**config.mk**
```make
export PLATFORM = sky130hd
export DESIGN_NAME = uart_rx_axis_fifo
export DESIGN_NICKNAME = d
export VERILOG_FILES = /design/src/rtl/uart_axis_pkg.sv /design/src/rtl/axis_rx_fifo.sv /design/src/rtl/uart_rx_axis_fifo.sv
export SDC_FILE = /design/constraint.sdc
export NUM_CORES = 1
export LEC_CHECK = 0
export BUFFER_PORTS_ARGS = -buffer_cell sky130_fd_sc_hd__buf_2
export CAP_MARGIN = 0
export CORE_MARGIN = 1
export CORE_UTILIZATION = 35
export CTS_CLUSTER_DIAMETER = 30
export DETAILED_ROUTE_END_ITERATION = 8
export PLACE_DENSITY = 0.56
export SLEW_MARGIN = 20
export SYNTH_ARGS = -nofsm -noshare
export SYNTH_HDL_FRONTEND = slang
export SYNTH_SLANG_ARGS = --single-unit
export TNS_END_PERCENT = 30
```
**constraint.sdc**
```tcl
create_clock -name clk -period 1.7 [get_ports clk]
set_input_delay 0.085 -clock clk [delete_from_list [all_inputs] [get_ports clk]]
set_output_delay 0.085 -clock clk [all_outputs]
set_load 0.02 [all_outputs]
```
**src/rtl/uart_axis_pkg.sv**
```systemverilog
// Shared types and helpers for the UART receive to AXI-Stream path.
// The UART_RX_PARITY_EN macro (8E1 framing) is consumed by uart_rx_axis_fifo.
package uart_axis_pkg;

    // Terminator byte that marks the last beat of a message
    localparam logic [7:0] LAST_CHAR_DEFAULT = 8'h0A;

    // Receive FSM states; PARITY is only reachable when parity is enabled
    typedef enum logic [2:0] {
        IDLE      = 3'd0,
        START     = 3'd1,
        DATA      = 3'd2,
        PARITY    = 3'd3,
        STOP      = 3'd4,
        WAIT_IDLE = 3'd5
    } rx_state_e;

    // One FIFO entry: byte plus its precomputed terminator flag
    typedef struct packed {
        logic       last;
        logic [7:0] data;
    } rx_beat_t;

    // Clock cycles per serial bit (integer division)
    function automatic int unsigned clks_per_bit(input int unsigned clk_freq,
                                                 input int unsigned baud);
        return clk_freq / baud;
    endfunction

endpackage

```
**src/rtl/axis_rx_fifo.sv**
```systemverilog
// First-word-fall-through FIFO holding {last, data} beats for the AXIS master.
// Head entry is visible on rd_data whenever empty is low.
module axis_rx_fifo
    import uart_axis_pkg::*;
#(
    parameter int unsigned DEPTH = 8
) (
    input  logic                    clk,
    input  logic                    rst,
    input  logic                    wr_en,
    input  rx_beat_t                wr_data,
    input  logic                    rd_en,
    output rx_beat_t                rd_data,
    output logic [$clog2(DEPTH):0]  count,
    output logic                    full,
    output logic                    empty
);

    localparam int unsigned AW = $clog2(DEPTH);
    localparam int unsigned CW = AW + 1;

    rx_beat_t          mem [DEPTH];
    logic [AW-1:0]     wr_ptr;
    logic [AW-1:0]     rd_ptr;
    logic              do_wr;
    logic              do_rd;
    logic [CW-1:0]     count_next;

    // Accept a write when not full, or when full but the head leaves this cycle
    always_comb begin
        do_rd      = rd_en && !empty;
        do_wr      = wr_en && (!full || do_rd);
        count_next = count;
        if (do_wr && !do_rd) begin
            count_next = count + 1'b1;
        end else if (do_rd && !do_wr) begin
            count_next = count - 1'b1;
        end
    end

    // Storage; cleared on reset so the idle head reads as zero
    always_ff @(posedge clk or negedge rst) begin
        if (!rst) begin
            for (int i = 0; i < int'(DEPTH); i++) begin
                mem[i] <= '0;
            end
        end else if (do_wr) begin
            mem[wr_ptr] <= wr_data;
        end
    end

    // Pointers wrap naturally modulo the power-of-two depth; flags follow count
    always_ff @(posedge clk or negedge rst) begin
        if (!rst) begin
            wr_ptr <= '0;
            rd_ptr <= '0;
            count  <= '0;
            full   <= 1'b0;
            empty  <= 1'b1;
        end else begin
            if (do_wr) begin
                wr_ptr <= wr_ptr + 1'b1;
            end
            if (do_rd) begin
                rd_ptr <= rd_ptr + 1'b1;
            end
            count <= count_next;
            full  <= (count_next == CW'(DEPTH));
            empty <= (count_next == '0);
        end
    end

    assign rd_data = mem[rd_ptr];

endmodule

```
**src/rtl/uart_rx_axis_fifo.sv**
```systemverilog
// UART receiver (8N1, or 8E1 with UART_RX_PARITY_EN) feeding an FWFT FIFO
// presented as an AXI-Stream master; m_axis_last flags the terminator byte.
module uart_rx_axis_fifo
    import uart_axis_pkg::*;
#(
    parameter int unsigned CLK_FREQ  = 50000000,
    parameter int unsigned BAUD      = 115200,
    parameter int unsigned DEPTH     = 8,
    parameter logic [7:0]  LAST_CHAR = LAST_CHAR_DEFAULT
) (
    input  logic                    clk,
    input  logic                    rst,
    input  logic                    uart_rx,
    output logic [7:0]              m_axis_data,
    output logic                    m_axis_valid,
    input  logic                    m_axis_ready,
    output logic                    m_axis_last,
    output logic [$clog2(DEPTH):0]  fifo_count,
    output logic                    frame_err,
    output logic                    overflow,
    output logic                    parity_err
);

    localparam int unsigned CPB   = clks_per_bit(CLK_FREQ, BAUD);
    localparam int unsigned HALF  = CPB / 2;
    localparam int unsigned CNT_W = $clog2(CPB);

    logic              rx_meta;
    logic              rx_sync;
    rx_state_e         state;
    logic [CNT_W-1:0]  baud_cnt;
    logic [2:0]        bit_cnt;
    logic [7:0]        shift;
    logic              par_bad;
    logic              push;
    rx_beat_t          beat;
    rx_beat_t          head;
    logic              full;
    logic              empty;
    logic              pop;

    // Two-flop synchroniser for the asynchronous serial line, idles high
    always_ff @(posedge clk or negedge rst) begin
        if (!rst) begin
            rx_meta <= 1'b1;
            rx_sync <= 1'b1;
        end else begin
            rx_meta <= uart_rx;
            rx_sync <= rx_meta;
        end
    end

    // Receive FSM: centre-samples each bit and issues a one-cycle push strobe
    always_ff @(posedge clk or negedge rst) begin
        if (!rst) begin
            state     <= IDLE;
            baud_cnt  <= '0;
            bit_cnt   <= '0;
            shift     <= '0;
            par_bad   <= 1'b0;
            push      <= 1'b0;
            frame_err <= 1'b0;
`ifdef UART_RX_PARITY_EN
            parity_err <= 1'b0;
`endif
        end else begin
            push      <= 1'b0;
            frame_err <= 1'b0;
`ifdef UART_RX_PARITY_EN
            parity_err <= 1'b0;
`endif
            case (state)
                IDLE: begin
                    if (!rx_sync) begin
                        state    <= START;
                        baud_cnt <= '0;
                        bit_cnt  <= '0;
                        par_bad  <= 1'b0;
                    end
                end
                START: begin
                    if (baud_cnt == CNT_W'(HALF - 1)) begin
                        baud_cnt <= '0;
                        state    <= rx_sync ? IDLE : DATA;
                    end else begin
                        baud_cnt <= baud_cnt + 1'b1;
                    end
                end
                DATA: begin
                    if (baud_cnt == CNT_W'(CPB - 1)) begin
                        baud_cnt <= '0;
                        shift    <= {rx_sync, shift[7:1]};
                        bit_cnt  <= bit_cnt + 1'b1;
                        if (bit_cnt == 3'd7) begin
`ifdef UART_RX_PARITY_EN
                            state <= PARITY;
`else
                            state <= STOP;
`endif
                        end
                    end else begin
                        baud_cnt <= baud_cnt + 1'b1;
                    end
                end
`ifdef UART_RX_PARITY_EN
                PARITY: begin
                    // Even parity: the parity bit must equal the XOR of the data bits
                    if (baud_cnt == CNT_W'(CPB - 1)) begin
                        baud_cnt   <= '0;
                        par_bad    <= rx_sync ^ (^shift);
                        parity_err <= rx_sync ^ (^shift);
                        state      <= STOP;
                    end else begin
                        baud_cnt <= baud_cnt + 1'b1;
                    end
                end
`endif
                STOP: begin
                    if (baud_cnt == CNT_W'(CPB - 1)) begin
                        baud_cnt <= '0;
                        if (rx_sync) begin
                            push  <= !par_bad;
                            state <= IDLE;
                        end else begin
                            frame_err <= 1'b1;
                            state     <= WAIT_IDLE;
                        end
                    end else begin
                        baud_cnt <= baud_cnt + 1'b1;
                    end
                end
                WAIT_IDLE: begin
                    // A low stop bit means the line is mid-break; wait for idle
                    if (rx_sync) begin
                        state <= IDLE;
                    end
                end
                default: begin
                    state <= IDLE;
                end
            endcase
        end
    end

`ifndef UART_RX_PARITY_EN
    assign parity_err = 1'b0;
`endif

    assign beat.last = (shift == LAST_CHAR);
    assign beat.data = shift;
    assign pop       = m_axis_valid && m_axis_ready;

    // Sticky drop flag: a push arrived while full and nothing left the FIFO
    always_ff @(posedge clk or negedge rst) begin
        if (!rst) begin
            overflow <= 1'b0;
        end else if (push && full && !pop) begin
            overflow <= 1'b1;
        end
    end

    axis_rx_fifo #(
        .DEPTH   (DEPTH)
    ) u_fifo (
        .clk     (clk),
        .rst     (rst),
        .wr_en   (push),
        .wr_data (beat),
        .rd_en   (m_axis_ready),
        .rd_data (head),
        .count   (fifo_count),
        .full    (full),
        .empty   (empty)
    );

    assign m_axis_valid = !empty;
    assign m_axis_data  = head.data;
    assign m_axis_last  = head.last;

endmodule
```
* Yosys cells after proc, flatten, opt, wreduce, memory -nomap -nowiden
Cells that the tools add are included.
** Cells by class
- Add/sub/neg operators :: 6
- Magnitude comparators :: 3
- Eq/ne operators :: 15
- Mux-type cells :: 30
- Bitwise logic cells :: 2
- Reductions and logical operators :: 21
** Operators with widths (count)
- $bwmux 72 :: 1
- $mux 9 :: 6
- $bmux 9 s3 :: 1
- $demux 9 s3 :: 1
- $mux 3 :: 9
- $pmux 9 s3 :: 1
- $pmux 3 s5 :: 1
- $ne 2x2->1 const B :: 6
- $add 3x1->3 const B :: 3
- $add 9x1->9 const B :: 1
- $eq 3x3->1 const B :: 3
- $eq 9x8->1 const B :: 1
- $eq 9x9->1 const B :: 1
- $eq 8x4->1 const B :: 1
- $ge 4x4->1 const B :: 2
- $mux 4 :: 2
- $not 3->4 :: 2
- $logic_and 1x1->1 :: 7
- $mux 1 :: 6
- $pmux 3 s2 :: 1
- $reduce_and 6->1 :: 1
- $add 4x1->4 const B :: 1
- $eq 4x4->1 const B :: 1
- $logic_not 1->1 :: 4
- other kinds (13) :: 14
** Word-level totals
- Flip-flop bits (word level) :: 112
- Input bits :: 4
- Output and inout port bits :: 17
- Logic and storage cells :: 107

* Longest topological paths before layout
- Word-level depth :: 9
- Gate-level depth with buffers :: 7

* Hierarchy
A second synthesis with hierarchy kept.
** Unflattened totals
- Cell total of the unflattened synthesis :: 397
- Area total of the unflattened synthesis :: 5494.0 µm²
** By module, submodules not included
- axis_rx_fifo :: times used 1, cells each 251, area each 4007.6 µm²
- uart_rx_axis_fifo :: times used 1, cells each 146, area each 1486.4 µm²

* Worst setup path after synthesis
OpenSTA, ideal clock, no wires.
- Kind :: reg-to-output
- From :: reg u_fifo.rd_ptr[0]
- To :: out m_axis_last
- Data arrival time :: 1.777 ns
- Slack :: -0.162 ns
- Stages on the path, launching flop included :: 5
- Cells stage by stage :: dfrtp_1 -> buf_2 -> buf_2 -> mux4_2 -> mux2_2
** Between the ends
- Longest elaborated chain between the ends :: 4
** RTL lines
- start: declaration :: RTL line axis_rx_fifo.sv:24 : logic [AW-1:0] rd_ptr;
- start signal: assignment :: RTL line axis_rx_fifo.sv:65 : rd_ptr <= rd_ptr + 1'b1;
- $not 3->4 (implied by the code) :: RTL line axis_rx_fifo.sv:73 : assign rd_data = mem[rd_ptr];
- $bmux 9 s3 :: RTL line axis_rx_fifo.sv:73
- $mux 9 (implied by the code) (2 in series) :: RTL line axis_rx_fifo.sv:73
- end: declaration :: RTL line uart_rx_axis_fifo.sv:17 : output logic m_axis_last,
No other way between the ends. The select of a mux whose other input is x is not followed.

* Final worst setup path
Same ends and word-level chain as after synthesis.

==> results.py <==
metrics = {
    "layout": {
        "nets": 487,
        "antenna_cells": 0,
        "drive_gt1_frac": 0.4718,
        "ff_latch_area_um2": 2809,
        "multiInputGateArea_um2": 2633,
        "nFillCells": 1356,
        "syn2layout_area_growth_pct": 22.72,
    },
    "setup_path": {
        "worst_ep_arrival_time_ps": 1930,
        "cp_max_fo": 20,
        "path_class": "flop to output port",
        "worst_r2r_endpoint": "u_fifo.full$_DFF_PN0_",
        "worstPathRequired_ps": 1620,
        "start_kind": "flop",
        "reg2reg_slack_ps": -300,
        "r2r-start": "u_fifo.empty$_DFF_PN1_",
        "reg2regPathDepth": 5,
        "worst_setup_path_end_kind": "output port",
    },
    "die": {
        "start_util": 0.3570,
        "core_um2": 15150,
        "pin_count": 21,
        "std_cell_rows": 45,
        "dieArea_um2": 15950,
        "die_h_um": 126.3,
        "die_width_um": 126.3,
    },
    "yosys": {
        "syn_inst": 418,
        "synth_ff_type": "dfrtp_1",
        "syn_area_per_cell_um2": 12.94,
        "yosysWarnings": 0,
        "yosysTopAreaCellShare": 0.5044,
        "synth_edf_count": 0,
        "syn_nets": 431,
        "yosysUniqueCellTypes": 53,
        "synth_top_area_cell": "dfrtp_1",
        "async_flop_share": 1.000,
        "ys_ff_latch": 112,
        "netlist_area_um2": 5408,
        "synth_area_leaders": "dfrtp_1 50%, mux2_2 17%, mux4_2 7.5%",
        "ys_seq_area_frac": 0.5190,
    },
    "flow_run": {
        "maxCapViolCount": 0,
    },
    "sta": {
        "finalSetupViolCount": 22,
        "clock.fmax_mhz": 495.9,
        "fin_tns_setup_ps": -3284,
        "slew_headroom": 0.6021,
        "fin_crit_ps": 2016,
        "finalMaxSlewViolations": 0,
        "fin_crit_sh": 1.186,
        "fin_hold_ws_ps": 140.2,
        "tightest_slew_ps": 594.2,
        "rsz0062_at_grt": "yes",
        "hold_viol": 0,
        "setup_slack_ps": -316.4,
        "skew_ps": 7.836,
    },
    "run_status": {
        "status": "complete, but fails checks",
        "violations": "negative setup slack",
    },
    "clocking": {
        "cts_buffer_depth": 2,
        "cts_tree": "built",
        "cts_root_buf": "clkbuf_16",
        "clkSinkCount": 112,
        "cts_inserted_buffers": 9,
        "clkLatencyLatePin_ps": 350,
        "path_clk_slew_ps": 70,
        "cts_htree_levels": 3,
    },
    "drt": {
        "drt-total-wl_mm": 11.70,
        "antenna_left": 0,
        "avgViaCountPerCell": 5.252,
        "wire_per_inst_um": 17.54,
        "drc": 0,
        "vias": 3503,
        "drt-initial-drc-count": 234,
        "dr.pass1.iters": 4,
    },
    "place": {
        "io_buffer_count": 19,
        "place_congestion": 0.7831,
        "hpwl_mm": 7.572,
    },
    "pwr": {
        "power_density_nw_per_um2": 1000,
        "leakagePower_nw": 3.061,
        "ir_drop_mv": 1.037,
    },
    "global_route": {
        "grt_usage": 0.1614,
        "overflow": 0,
        "antenna_found_initial": 0,
        "grt_first_pass_wirelength_mm": 19.84,
        "grt_max_degree": 51,
        "grt_pass1_vias": 3778,
    },
    "min_path": {
        "hp-class": "input pin to async pin",
    },
}
[critical path, stage by stage, from the launching register on]
cell and delay, ps:
dfrtp_1 380, buf_12 220, mux4_2 520, mux2_2 290, buf_2 160
[placed cells by master (no fill, tap or decap), types with 3 or more instances in the layout]
cell,synthesis,final
mux2_4,0,3
buf_6,0,9
dfrtp_1,109,107
ha_1,9,7
o2111ai_2,3,3
dfstp_2,3,3
nand2_1,26,24
o211ai_1,8,8
inv_1,15,13
xnor2_1,7,7
buf_2,6,15
mux2i_1,4,4
mux2_2,83,80
nor2b_1,7,5
buf_4,2,39
a22o_1,6,6
buf_12,0,7
mux4_2,18,18
nand3_1,9,9
o21ai_0,17,15
nor2_1,16,14
clkbuf_16,0,9
[timing repair]
item                                    CTS  global route
buffers inserted                          2             3
pin swaps                                 6            16
hold buffers                              2             0
endpoints found under the hold margin   110             0
gates resized for setup                  15            43
endpoints found under the setup margin   64            73
[logic make-up after synthesis]
family	after synthesis	share of synthesized area
AO/OA/AOI/OAI	54	0.07404
XOR/XNOR	7	0.01134
adder cells (fa/ha/maj)	9	0.02082
buffers and inverters	42	0.03193
flip-flops	112	0.5190
multiplexers	105	0.2552
other	1	0.0006935
AND/OR/NAND/NOR	88	0.08700
[where the power goes]
group | switching [W] | internal [W]
Combinational | 0.000908 | 0.000789
Clock | 0.000994 | 0.00101
Sequential | 0.000151 | 0.00278
[how the worst max path moves through the flow]
stage | start | endpoint | slack [ps] | cells after the start
floorplan | u_fifo.empty$_DFF_PN1_ | u_fifo.full$_DFF_PN0_ | -70 | 4
global placement | u_fifo.empty$_DFF_PN1_ | u_fifo.full$_DFF_PN0_ | -310 | 5
detailed placement | u_fifo.empty$_DFF_PN1_ | u_fifo.mem[48]$_DFFE_PN0P_ | -350 | 4
CTS | u_fifo.rd_ptr[0]$_DFFE_PN0P_ | m_axis_data[6] | -360 | 4
global route | u_fifo.rd_ptr[0]$_DFFE_PN0P_ | m_axis_data[6] | -390 | 4
finish | u_fifo.rd_ptr[0]$_DFFE_PN0P_ | m_axis_last | -320 | 4
[routing by layer]
| metal | share of wire | up-vias | GRT usage | wire [um] |
|---|---|---|---|---|
| met2 | 0.47 | 35 | 0.2571 | 5529 |
| met4 | 0.015 | 0 | 0.05528 | 172 |
| met5 | 0 | - | 0 | 0 |
| met1 | 0.49 | 1810 | 0.2221 | 5788 |
| met3 | 0.018 | 14 | 0.02952 | 208 |
| li1 | - | 1644 | - | - |
[registers in the layout, indices dropped and copies added (netlist names)]
register,flops
overflow,1
u_fifo.wr_ptr,3
u_fifo.full,1
bit_cnt,3
rx_sync,1
u_fifo.mem,72
shift,8
frame_err,1
state,3
push,1
baud_cnt,9
u_fifo.count,4
u_fifo.rd_ptr,3
rx_meta,1
u_fifo.empty,1
[cell type report]
type | count | share of cell area
clock buffers | 11 | 0.03507
clock inverters | 5 | 0.006222
inverters | 15 | 0.008484
multi-input cells | 264 | 0.3967
flip-flops and latches | 112 | 0.4233
well taps | 188 | 0.03545
repair buffers | 72 | 0.09483
[synth_stat cells (6+ instances only)]
library cell and instances:
nor2b_1 7, o211ai_1 8, o21ai_0 17, nand2_1 26, nor2_1 16, dfrtp_1 109, ha_1 9, a22o_1 6
nand3_1 9, buf_2 6, xnor2_1 7, clkbuf_1 18, mux2_2 83, inv_1 15, mux4_2 18
[stage by stage]
step / util / power (W) / worst slack (ps) / instance area (um^2) / std cells
final: 0.4382 / 0.006638 / -316.4 / 6636 / 667
after global routing: 0.4382 / 0.006975 / -390.7 / 6636 / 667
after CTS: 0.4264 / 0.006586 / -355.2 / 6457 / 666
after detailed placement: 0.4001 / 0.004491 / -352.6 / 6060 / 646
after global placement: 0.4001 / 0.004478 / -311.7 / 6060 / 646
after floorplan: - / 0.003849 / -69.17 / 5414 / 418
No activity file was read; power rests on OpenSTA's default activity.
